$ cat src/rtl/one_hot_seq_counter_if.sv
// Control and status bundle for one_hot_seq_counter; master drives the controls,
// slave is the counter itself.
interface one_hot_seq_counter_if #(
    parameter int N_OUT = 10,
    parameter int CNT_W = $clog2(N_OUT)
);
    logic             clock_inhibit;
    logic             up_dn;
    logic             one_shot;
    logic             load;
    logic [CNT_W-1:0] load_val;
    logic [N_OUT-1:0] outputs;
    logic [CNT_W-1:0] count;
    logic             carry_out;
    logic             tc;
    logic             done;
    logic             load_err;

    modport master (
        output clock_inhibit, up_dn, one_shot, load, load_val,
        input  outputs, count, carry_out, tc, done, load_err
    );

    modport slave (
        input  clock_inhibit, up_dn, one_shot, load, load_val,
        output outputs, count, carry_out, tc, done, load_err
    );
endinterface

$ cat src/rtl/one_hot_seq_counter.sv
// Parametrised one-hot sequence counter / divide-by-N with up/down, preset load,
// one-shot halt and a cascade terminal-count strobe.
module one_hot_seq_counter #(
    parameter int N_OUT       = 10,
    parameter int CARRY_SPLIT = N_OUT / 2,
    parameter int CNT_W       = $clog2(N_OUT)
) (
    input  logic               clk,
    input  logic               reset,
    one_hot_seq_counter_if.slave bus
);
    typedef enum logic {RUN, HALT} state_t;

    localparam logic [CNT_W-1:0] LAST    = CNT_W'(N_OUT - 1);
    localparam logic [31:0]      N_OUT_U = 32'(N_OUT);
    localparam logic [31:0]      SPLIT_U = 32'(CARRY_SPLIT);

    state_t           state;
    logic [CNT_W-1:0] count_q;
    logic             load_err_q;
    logic [CNT_W-1:0] end_val;
    logic             at_end;
    logic             adv;
    logic             load_bad;

    always_comb begin
        end_val  = bus.up_dn ? LAST : '0;
        at_end   = (count_q == end_val);
        adv      = !bus.clock_inhibit && (state == RUN);
        load_bad = (32'(bus.load_val) >= N_OUT_U);
    end

    // Load beats advance and ignores inhibit/halt; an out-of-range preset lands on 0.
    always_ff @(posedge clk or posedge reset) begin
        if (reset) begin
            state      <= RUN;
            count_q    <= '0;
            load_err_q <= 1'b0;
        end else begin
            load_err_q <= 1'b0;
            if (bus.load) begin
                state <= RUN;
                if (load_bad) begin
                    count_q    <= '0;
                    load_err_q <= 1'b1;
                end else begin
                    count_q <= bus.load_val;
                end
            end else if (adv) begin
                if (!at_end) begin
                    count_q <= bus.up_dn ? count_q + CNT_W'(1) : count_q - CNT_W'(1);
                end else if (bus.one_shot) begin
                    state <= HALT;
                end else begin
                    count_q <= bus.up_dn ? '0 : LAST;
                end
            end
        end
    end

    for (genvar i = 0; i < N_OUT; i++) begin : g_decode
        assign bus.outputs[i] = (count_q == CNT_W'(i));
    end

    // tc depends only on registers and quasi-static controls, so it settles well before the next edge.
    assign bus.tc        = at_end && adv;
    assign bus.count     = count_q;
    assign bus.carry_out = (32'(count_q) < SPLIT_U);
    assign bus.done      = (state == HALT);
    assign bus.load_err  = load_err_q;
endmodule

$ cat src/flat_wrapper.sv
// flat-port wrapper written by rule: the top's interface ports become plain ports
module one_hot_seq_counter_flat 
#(
    parameter int N_OUT       = 10,
    parameter int CARRY_SPLIT = N_OUT / 2,
    parameter int CNT_W       = $clog2(N_OUT)
)
  (clk, reset, bus_clock_inhibit, bus_up_dn, bus_one_shot, bus_load, bus_load_val, bus_outputs, bus_count, bus_carry_out, bus_tc, bus_done, bus_load_err);
  one_hot_seq_counter_if #(.N_OUT(N_OUT), .CNT_W(CNT_W)) bus_i ();
  input  logic clk;
  input  logic reset;
  input wire logic [$bits(bus_i.clock_inhibit)-1:0] bus_clock_inhibit;
  input wire logic [$bits(bus_i.up_dn)-1:0] bus_up_dn;
  input wire logic [$bits(bus_i.one_shot)-1:0] bus_one_shot;
  input wire logic [$bits(bus_i.load)-1:0] bus_load;
  input wire logic [$bits(bus_i.load_val)-1:0] bus_load_val;
  output wire logic [$bits(bus_i.outputs)-1:0] bus_outputs;
  output wire logic [$bits(bus_i.count)-1:0] bus_count;
  output wire logic [$bits(bus_i.carry_out)-1:0] bus_carry_out;
  output wire logic [$bits(bus_i.tc)-1:0] bus_tc;
  output wire logic [$bits(bus_i.done)-1:0] bus_done;
  output wire logic [$bits(bus_i.load_err)-1:0] bus_load_err;
  assign bus_i.clock_inhibit = bus_clock_inhibit;
  assign bus_i.up_dn = bus_up_dn;
  assign bus_i.one_shot = bus_one_shot;
  assign bus_i.load = bus_load;
  assign bus_i.load_val = bus_load_val;
  assign bus_outputs = bus_i.outputs;
  assign bus_count = bus_i.count;
  assign bus_carry_out = bus_i.carry_out;
  assign bus_tc = bus_i.tc;
  assign bus_done = bus_i.done;
  assign bus_load_err = bus_i.load_err;
  one_hot_seq_counter #(.N_OUT(N_OUT), .CARRY_SPLIT(CARRY_SPLIT), .CNT_W(CNT_W)) u_core (.clk(clk), .reset(reset), .bus(bus_i));
endmodule
$ cat config.mk
export PLATFORM = sky130hd
export DESIGN_NAME = one_hot_seq_counter_flat
export DESIGN_NICKNAME = d
export VERILOG_FILES = /design/src/rtl/one_hot_seq_counter_if.sv /design/src/rtl/one_hot_seq_counter.sv /design/src/flat_wrapper.sv
export SDC_FILE = /design/constraint.sdc
export NUM_CORES = 1
export LEC_CHECK = 0
export BUFFER_PORTS_ARGS = -buffer_cell sky130_fd_sc_hd__buf_2
export CORE_MARGIN = 2
export CORE_UTILIZATION = 40
export CTS_CLUSTER_DIAMETER = 150
export DETAILED_ROUTE_END_ITERATION = 8
export GPL_TIMING_DRIVEN = 0
export MAX_ROUTING_LAYER = met4
export PLACE_DENSITY = 0.73
export SETUP_SLACK_MARGIN = 0.05
export SLEW_MARGIN = 15
export SYNTH_ARGS = -nofsm -noshare
export SYNTH_HDL_FRONTEND = slang
export SYNTH_SLANG_ARGS = --single-unit
$ cat constraint.sdc
create_clock -name clk -period 1.6 [get_ports clk]
set_input_delay 0.08 -clock clk [delete_from_list [all_inputs] [get_ports clk]]
set_output_delay 0.08 -clock clk [all_outputs]
set_load 0.005 [all_outputs]
==> results of run 1 <==
[worst paths after layout]
kind	endpoint	from	slack [ns]	depth (start not counted)
worst min register to register	u_core.bus.done	u_core.bus.done	0.67	2
worst max register to register	u_core.bus.count[3]	u_core.bus.count[0]	0.06	5
min in group asynchronous	u_core.bus.done	reset	0.29	3
worst max-delay path	u_core.bus.count[3]	u_core.bus.count[0]	0.06	5
max in group asynchronous	u_core.bus.count[0]	reset	1.10	3
worst min-delay path	u_core.bus.load_err	bus_load_val[3]	0.08	3
[Yosys cell counts (3+ instances only)]
| cell | n | area share [%] |
|---|---|---|
| inv_1 | 5 | 3.2 |
| a21oi_1 | 3 | 2.5 |
| nor2_1 | 8 | 5.1 |
| nor3b_1 | 3 | 3.8 |
| and2_1 | 8 | 8.4 |
| dfrtp_1 | 6 | 25 |
| ha_1 | 5 | 11 |
[power by group through the flow]
stage	Sequential, mW	Combinational [mW]	Clock [mW]
3_5_place_dp	0.198	0.249	0
6_report	0.196	0.342	0.144
5_1_grt	0.199	0.378	0.164
2_1_floorplan	0.196	0.159	0
3_3_place_gp	0.198	0.240	0
4_1_cts	0.197	0.278	0.146
[per-layer routing]
metal / part of all wire (%) / up-vias
li1: - / 329
met1: 41 / 278
met2: 50 / 29
met3: 7.2 / 4
met4: 2.0 / 0
met5: 0 / -
[critical path: stages (launching register included)]
cell,delay (ns)
dfrtp_2,0.46
buf_4,0.18
or4_4,0.48
nand3_2,0.10
nand4_1,0.07
o311ai_0,0.12
[sequential cells by signal (all words and copies together) (netlist names)]
signal and count:
u_core.bus.load_err 1, u_core.bus.count 4, u_core.bus.done 1
[per-stage QoR]
| stage | instance area, sq um | setup WS [ns] | cells |
|---|---|---|---|
| 3_5_place_dp | 742 | -0.0726 | 113 |
| 4_1_cts | 813 | 0.0695 | 120 |
| 5_1_grt | 896 | -0.00299 | 125 |
| 3_3_place_gp | 742 | -0.0361 | 113 |
| 6_report | 896 | 0.0600 | 125 |
| 2_1_floorplan | 593 | 0.0536 | 72 |
[layout make-up]
type	instances	area [sq um]
Inverter	5	18.8
Tap cell	15	18.8
Sequential cell	6	154
Buffer	4	23.8
Multi-Input combinational cell	57	445
Fill cell	117	454
Timing Repair Buffer	35	213
Clock buffer	3	22.5
[kinds of logic after synthesis]
kind of cell    Yosys count  share of synthesized area (%)
buf+inv                   9                           7.17
flops                     6                           25.3
compound gates           12                           15.2
simple gates             35                           34.0
xor+xnor                  3                           4.43
fa+ha+maj                 5                           10.5
mux                       2                           3.38
[placed cells by master (no fill, tap or decap), types with 2 or more instances in the layout]
| master | instances |
|---|---|
| dfrtp_2 | 3 |
| inv_1 | 4 |
| mux2i_1 | 2 |
| buf_4 | 7 |
| clkbuf_4 | 3 |
| nand2_1 | 2 |
| a21oi_1 | 3 |
| xnor2_1 | 2 |
| nand4_1 | 2 |
| dfrtp_1 | 3 |
| nor2_1 | 7 |
| ha_1 | 4 |
| nor3b_1 | 2 |
| clkbuf_1 | 2 |
| and2_1 | 8 |
| o211ai_1 | 2 |
| buf_2 | 27 |
[timing repair]
item	in CTS	in global routing
pin swaps	0	3
setup buffers	3	5
endpoints found under the setup margin	3	4
gates resized for setup	6	6
hold endpoints to repair	6	0
hold buffers	1	0
==> results.md, run 1 <==
* Status: complete, no violations
* Post-synth EDFFs at 0
* WL/cell at 12.5 um
* Cts bufs inserted at 3
* Setup TNS at 0 ns
* Final Wtd Congestion at 0.793
* PnR Total Power at 0.683 mW
* Drc violations at 0
* Total grt overflow at 0
* CTS tree: built
* DR iter-0 viols at 11
* WP data arrival at 1.65 ns
* Sequential element share of the synthesized area at 25.3%
* Utilization after layout at 66.4%
* Worst hold path class: input pin to flip-flop
* Later-pin clock latency in the skew report at 0.25 ns
* Layout Area Growth over Synthesis at 51.1%
* Mean post-synth cell area at 8.24 sq um
* Pleak at 0.465 nW
* N_diodes at 0
* Total GRT Usage at 17.6%
* Die ar. at 1810 sq um
* RSZ-0062 raised after global routing: yes
* Cell area after synthesis at 593 sq um
* Share of layout cells above drive strength 1 at 49.1%
* Clk sinks at 6
* CP endpoint kind: flip-flop
* Grt met2 use at 27.4%
* Syn_nets at 87
* Fmax at 649 MHz
* Post-synth cell types at 33
* Layer with the highest usage: met2
* Clk pwr share at 21.1%
* Final Critical Period at 1.54 ns
* Vias in the first global route at 543
* Htree depth at 1
* Io pins at 28
* Worst slew pin tran at 0.374 ns
* Met1 Usage GRT at 20.7%
* Synth warn at 0
* Final hold violation count at 0
* Die Y-Extent at 42.5 um
* Clock slew at reported path FFs at 0.05 ns
* CP max FO at 6
* Slew headroom at 74.7%
* First-pass GRT wire length at 2310 um
* Gate power share at 50.1%
* Port Buf Inserts at 26
* Hpwl dp at 1050 um
* CTS root buffer: clkbuf_4
* Initial core utilization at 43.9%
* Post-layout net count at 127
* Clock Path Buffers at 2
* Internal at 0.436 mW
* Chip width at 42.5 um
* Reg power frac at 28.8%
* Post-DRT Antenna Nets at 0
* Worst Path Required at 1.71 ns
* Vias per cell at 5.12
* Drt pass-1 iters at 4
* Post-synth ARST share at 100%
* Sw frac at 36.1%
* Synthesized flop and latch total at 6
* CP Launch Type: flip-flop
* Max-cap violation count at 0
* Mapped Cells at 72
* Period utilisation layout at 96.2%
* Worst VDD drop at 0.580 mV
* Fin. max-slew vios at 0
* Vias at 640
* Initial antenna violation count at 0
* Kind of critical path: flip-flop to flip-flop
* DRT Wirelength at 1560 um
* Worst Hold Slack at 0.0821 ns
* Top FF cell, synth: dfrtp_1
* Final setup viols at 0
* Largest net degree at the start of global routing at 11
* Worst clock skew at 0.00455 ns
* Row cnt at 13
* Switch Pwr at 0.247 mW
* Pwr Density at 762 nW/um^2
* CORE AREA at 1350 sq um
* Met3 Track Usage GR at 4.31%
(Power assumes the default switching activity.)
==> inputs of run 2 (changes only) <==
- CORE_UTILIZATION: 40 -> 31
- PLACE_DENSITY: 0.73 -> not set
- SKIP_CTS_REPAIR_TIMING: not set -> 1
==> results.md, run 2 (synthesized netlist as in run 1, its figures left out) <==
* Most common cell after layout, fill and taps aside: buf_2
* Layout Area Growth over Synthesis at 43.0%
* Initial core utilization at 33.6% (-10 points)
* Max stage delay on crit path at 0.48 ns (about the same)
* Worst VDD drop at 0.511 mV (-12%)
* Flop-to-flop setup slack at 0.07 ns (about the same)
* Hpwl dp at 1090 um (+3.8%)
* Total grt overflow at 0 (unchanged)
* Initial antenna violation count at 0 (unchanged)
* Post-layout net count at 122 (-3.9%)
* N_diodes at 0 (unchanged)
* Final Critical Period at 1.53 ns (-0.0105 ns)
* Max-cap violation count at 0 (unchanged)
* Final setup viols at 0 (unchanged)
* CP endpoint kind: flip-flop
* Final non-filler cell total at 130 (+4.0%)
* Pleak at 0.432 nW (-7.1%)
* Fin. max-slew vios at 0 (unchanged)
* Setup TNS at 0 ns (unchanged)
* Die ar. at 2280 sq um (+26%)
* Final hold violation count at 0 (unchanged)
* Status: complete, no violations
* Multi-input gate area at 418 sq um (-6.2%)
* Slew headroom at 71.2% (-3.6 points)
* Critical path cell sequence: and3_4, o21a_1, or3_1, a22oi_2
* Clk sinks at 6 (unchanged)
* PnR Total Power at 0.634 mW (-7.1%)
* Layout fillers at 188 (+61%)
* Place WS at -0.0630 ns (+0.00966 ns)
* Chip width at 47.7 um (+12%)
* Worst slew pin tran at 0.433 ns (+0.0584 ns)
* Fmax at 654 MHz (+0.69%)
* Clock Path Buffers at 2 (unchanged)
* DRT Wirelength at 1420 um (-8.8%)
* Total GRT Usage at 14.4% (-3.2 points)
* CORE AREA at 1760 sq um (+31%)
* CP Launch Type: flip-flop
* Max reg flops at 4 (unchanged)
* First-pass GRT wire length at 2200 um (-4.8%)
* Post-DRT Antenna Nets at 0 (unchanged)
* CP max stage cell: dfrtp_2
* DR iter-0 viols at 12 (+1)
* WL/cell at 10.9 um (-12%)
* Share of layout cells above drive strength 1 at 43.8% (-5.3 points)
* Utilization after layout at 48.1% (-18 points)
* DP Cell Count at 123 (+8.8%)
* Port Buf Inserts at 26 (unchanged)
* Setup ws final at 0.0706 ns (+0.0105 ns)
* Cts bufs inserted at 3 (unchanged)
* Pwr Density at 748 nW/um^2 (-1.9%)
* Row cnt at 15 (+2)
* Worst hold path class: input pin to flip-flop
* CTS tree: built
* Drc violations at 0 (unchanged)
* Io pins at 28 (unchanged)
* Later-pin clock latency in the skew report at 0.25 ns (about the same)
* Drt pass-1 iters at 4 (unchanged)
* Vias in the first global route at 488 (-10%)
* Vias at 610 (-4.7%)
* Vias per cell at 4.69 (-8.4%)
* Kind of critical path: flip-flop to flip-flop
* CTS root buffer: clkbuf_4
* Commonest non-fill, non-tap cells in the layout: 26 x buf_2, 8 x and2_1, 7 x nor2_1
* WP data arrival at 1.68 ns (+0.03 ns)
* Largest net degree at the start of global routing at 11 (unchanged)
* RSZ-0062 raised after global routing: yes
* Clock slew at reported path FFs at 0.05 ns (about the same)
* CP max FO at 8 (+2)
* Buf/Inv on CP at 0 (-1)
* Register area at 154 sq um (unchanged)
* Final Wtd Congestion at 0.703 (-11%)
* Worst Path Required at 1.75 ns (+0.04 ns)
* Htree depth at 1 (unchanged)
* Period utilisation layout at 95.6% (-0.66 points)
* Worst clock skew at 0.00887 ns (+0.00432 ns)
* Crit path max-delay family: simple AND/OR/NAND/NOR gates
* Die Y-Extent at 47.7 um (+12%)
run 2: cell count changes in the layout (fill, tap and decap cells not counted), sizes merged:
cell,previous run,this run
buf,36,31
run 2: metrics by stage:
stage                     hold WS (ns)  area (sq um)
after floorplan                 -0.129           593
after global placement         0.00956           754
after detailed placement        0.0147           754
after CTS                       -0.250           777
after global routing            0.0918           848
final                           0.0846           848
run 2: routing by layer:
metal  vias up  wire length (um)  GRT usage, %
li1        317                 -             -
met1       267               670          18.7
met2        24               632          21.9
met3         2               109          1.13
met4         0                10          8.11
met5         -                 0             -
run 2: final timing paths:
check / start / endpoint / cells after the start
setup reg to reg: u_core.bus.count[0] / u_core.bus.count[1] / 4
hold / removal: bus_load_val[3] / u_core.bus.load_err / 3
min in group asynchronous: reset / u_core.bus.done / 3
setup / recovery: u_core.bus.count[0] / u_core.bus.count[1] / 4
max in group asynchronous: reset / u_core.bus.count[1] / 3
hold reg to reg: u_core.bus.done / u_core.bus.done / 2
run 2: report_power, final:
part | switching, mW | total, mW | internal, mW
Combinational | 0.141 | 0.293 | 0.151
Sequential | 0.0276 | 0.199 | 0.171
Clock | 0.0581 | 0.143 | 0.0851
run 2: worst min-delay path, delay by kind of cell:
| kind | cells | cell delay, ns |
|---|---|---|
| buf+inv | 1 | 0.12 |
| simple gates | 2 | 0.09 |
run 2: final cells by class:
cell class | count | area share [%]
timing repair buffer | 30 | 20.6
inverter | 5 | 2.51
tap | 25 | 3.69
clock buffer | 3 | 2.65
buffer | 4 | 3.10
sequential | 6 | 18.1
multi-input combinational | 57 | 49.3
==> inputs of run 3 (changes only) <==
- BUFFER_PORTS_ARGS: -buffer_cell sky130_fd_sc_hd__buf_2 -> -buffer_cell sky130_fd_sc_hd__buf_4
- PLACE_DENSITY: not set -> 0.68
==> results.md, run 3 (synthesized netlist as in run 1, its figures left out) <==
* Status: complete, no violations
* Worst Path Required at 1.76 ns (about the same)
* Vias per cell at 4.81 (+2.5%)
* Clk pwr share at 20.3% (-2.3 points)
* N_diodes at 0 (unchanged)
* CP max stage cell: dfrtp_2
* Worst slew pin tran at 0.413 ns (-0.0197 ns)
* Slew headroom at 72.5% (+1.3 points)
* Clock slew at reported path FFs at 0.04 ns (about the same)
* Post-DRT Antenna Nets at 0 (unchanged)
* Clock Path Buffers at 2 (unchanged)
* Largest net degree at the start of global routing at 11 (unchanged)
* Internal at 0.440 mW (+8.0%)
* Reg power frac at 30.2% (-1.1 points)
* Worst clock skew at 0.00144 ns (-0.00743 ns)
* Die Y-Extent at 47.7 um (unchanged)
* First-pass GRT wire length at 2190 um (-0.32%)
* CP max FO at 8 (unchanged)
* Fin. max-slew vios at 0 (unchanged)
* Max-cap violation count at 0 (unchanged)
* Post-route cell area at 921 sq um (+8.6%)
* Initial core utilization at 33.6% (unchanged)
* Pwr Density at 719 nW/um^2 (-3.8%)
* CTS tree: built
* Period utilisation layout at 96.6% (+1.0 points)
* Fmax at 647 MHz (-1.0%)
* Drc violations at 0 (unchanged)
* Final Critical Period at 1.55 ns (+0.0160 ns)
* Gate power share at 49.5% (+3.4 points)
* Max stage delay on crit path at 0.45 ns (-0.03 ns)
* DP Cell Count at 123 (unchanged)
* Met1 WL at 643 um (-4.0%)
* Share of layout cells above drive strength 1 at 45.8% (+2.0 points)
* Critical path cell sequence: and3_4, o21a_1, buf_4, or3_4, a22oi_2
* Htree depth at 1 (unchanged)
* Worst VDD drop at 0.439 mV (-14%)
* Kind of critical path: flip-flop to flip-flop
* Chip width at 47.7 um (unchanged)
* Commonest non-fill, non-tap cells in the layout: 32 x buf_4, 8 x and2_1, 7 x nor2_1
* Initial antenna violation count at 0 (unchanged)
* Hpwl dp at 1140 um (+4.8%)
* Die ar. at 2280 sq um (unchanged)
* Metal2 WL at 724 um (+15%)
* Final non-filler cell total at 132 (+1.5%)
* Final setup viols at 0 (unchanged)
* Drt pass-1 iters at 4 (unchanged)
* CTS root buffer: clkbuf_4
* Worst hold path class: input pin to flip-flop
* DR iter-0 viols at 5 (-7)
* CORE AREA at 1760 sq um (unchanged)
* Io pins at 28 (unchanged)
* Max reg flops at 4 (unchanged)
* Later-pin clock latency in the skew report at 0.24 ns (about the same)
* Vias in the first global route at 520 (+6.6%)
* Crit path max-delay family: simple AND/OR/NAND/NOR gates
* Buf/Inv on CP at 1 (+1)
* Cts bufs inserted at 3 (unchanged)
* Final hold violation count at 0 (unchanged)
* Highest routed layer: met4
* CP Launch Type: flip-flop
* Sw frac at 33.6% (-2.2 points)
* CP endpoint kind: flip-flop
* Vias at 635 (+4.1%)
* Post-layout net count at 124 (+1.6%)
* Pleak at 0.448 nW (+3.9%)
* PnR Total Power at 0.662 mW (+4.4%)
* WL/cell at 11.2 um (+2.1%)
* Row cnt at 15 (unchanged)
* Port Buf Inserts at 26 (unchanged)
* RSZ-0062 raised after global routing: yes
* Total GRT Usage at 14.2% (-0.23 points)
* Setup TNS at 0 ns (unchanged)
* Utilization after layout at 52.2% (+4.1 points)
* WP data arrival at 1.70 ns (+0.02 ns)
* Clk sinks at 6 (unchanged)
* Total grt overflow at 0 (unchanged)
* Layout Area Growth over Synthesis at 55.3%
* DRT Wirelength at 1470 um (+3.7%)
* Most common cell after layout, fill and taps aside: buf_4
* Met3 wire length at 90 um (-17%)
* Final Wtd Congestion at 0.740 (+5.2%)
* Switch Pwr at 0.222 mW (-2.0%)
* Placed cell areas at 820 sq um (+8.6%)
==> run 3: stage by stage <==
step           setup WS [ns]  hold WS (ns)
2_1_floorplan         0.0536        -0.129
3_3_place_gp         -0.0459        0.0185
3_5_place_dp         -0.0617        0.0232
4_1_cts              -0.0795        -0.237
5_1_grt             -0.00401         0.100
6_report              0.0546        0.0889
==> run 3: worst min-delay path, delay by kind of cell <==
family / cells / cell delay (ns)
buffers and inverters: 1 / 0.12
AND/OR/NAND/NOR: 2 / 0.09
==> run 3: worst paths after layout <==
kind                            slack [ns]             endpoint  depth (start not counted)                 from
max in group asynchronous             1.08  u_core.bus.count[3]                          3                reset
worst min register to register        0.67      u_core.bus.done                          2      u_core.bus.done
worst max-delay path                  0.05  u_core.bus.count[1]                          5  u_core.bus.count[0]
min in group asynchronous             0.31  u_core.bus.load_err                          3                reset
worst min-delay path                  0.09  u_core.bus.load_err                          3      bus_load_val[3]
worst max register to register        0.05  u_core.bus.count[1]                          5  u_core.bus.count[0]
==> run 3: power by group through the flow <==
stage	combinational, mW	sequential (mW)	clock, mW
3_3_place_gp	0.276	0.200	0
4_1_cts	0.286	0.198	0.143
5_1_grt	0.367	0.203	0.152
3_5_place_dp	0.284	0.200	0
6_report	0.328	0.200	0.135
2_1_floorplan	0.159	0.196	0
==> run 3: layout make-up <==
class                           count  area, sq um
Multi-Input combinational cell     57          425
Buffer                              4         26.3
Inverter                            5         18.8
Clock buffer                        3         22.5
Fill cell                         186          843
Sequential cell                     6          154
Tap cell                           25         31.3
Timing Repair Buffer               32          243
==> run 3: routing by layer <==
metal / vias up / GRT usage [%]
li1: 321 / -
met1: 284 / 16.9
met2: 26 / 22.9
met3: 4 / 1.51
met4: 0 / 8.11
met5: - / -
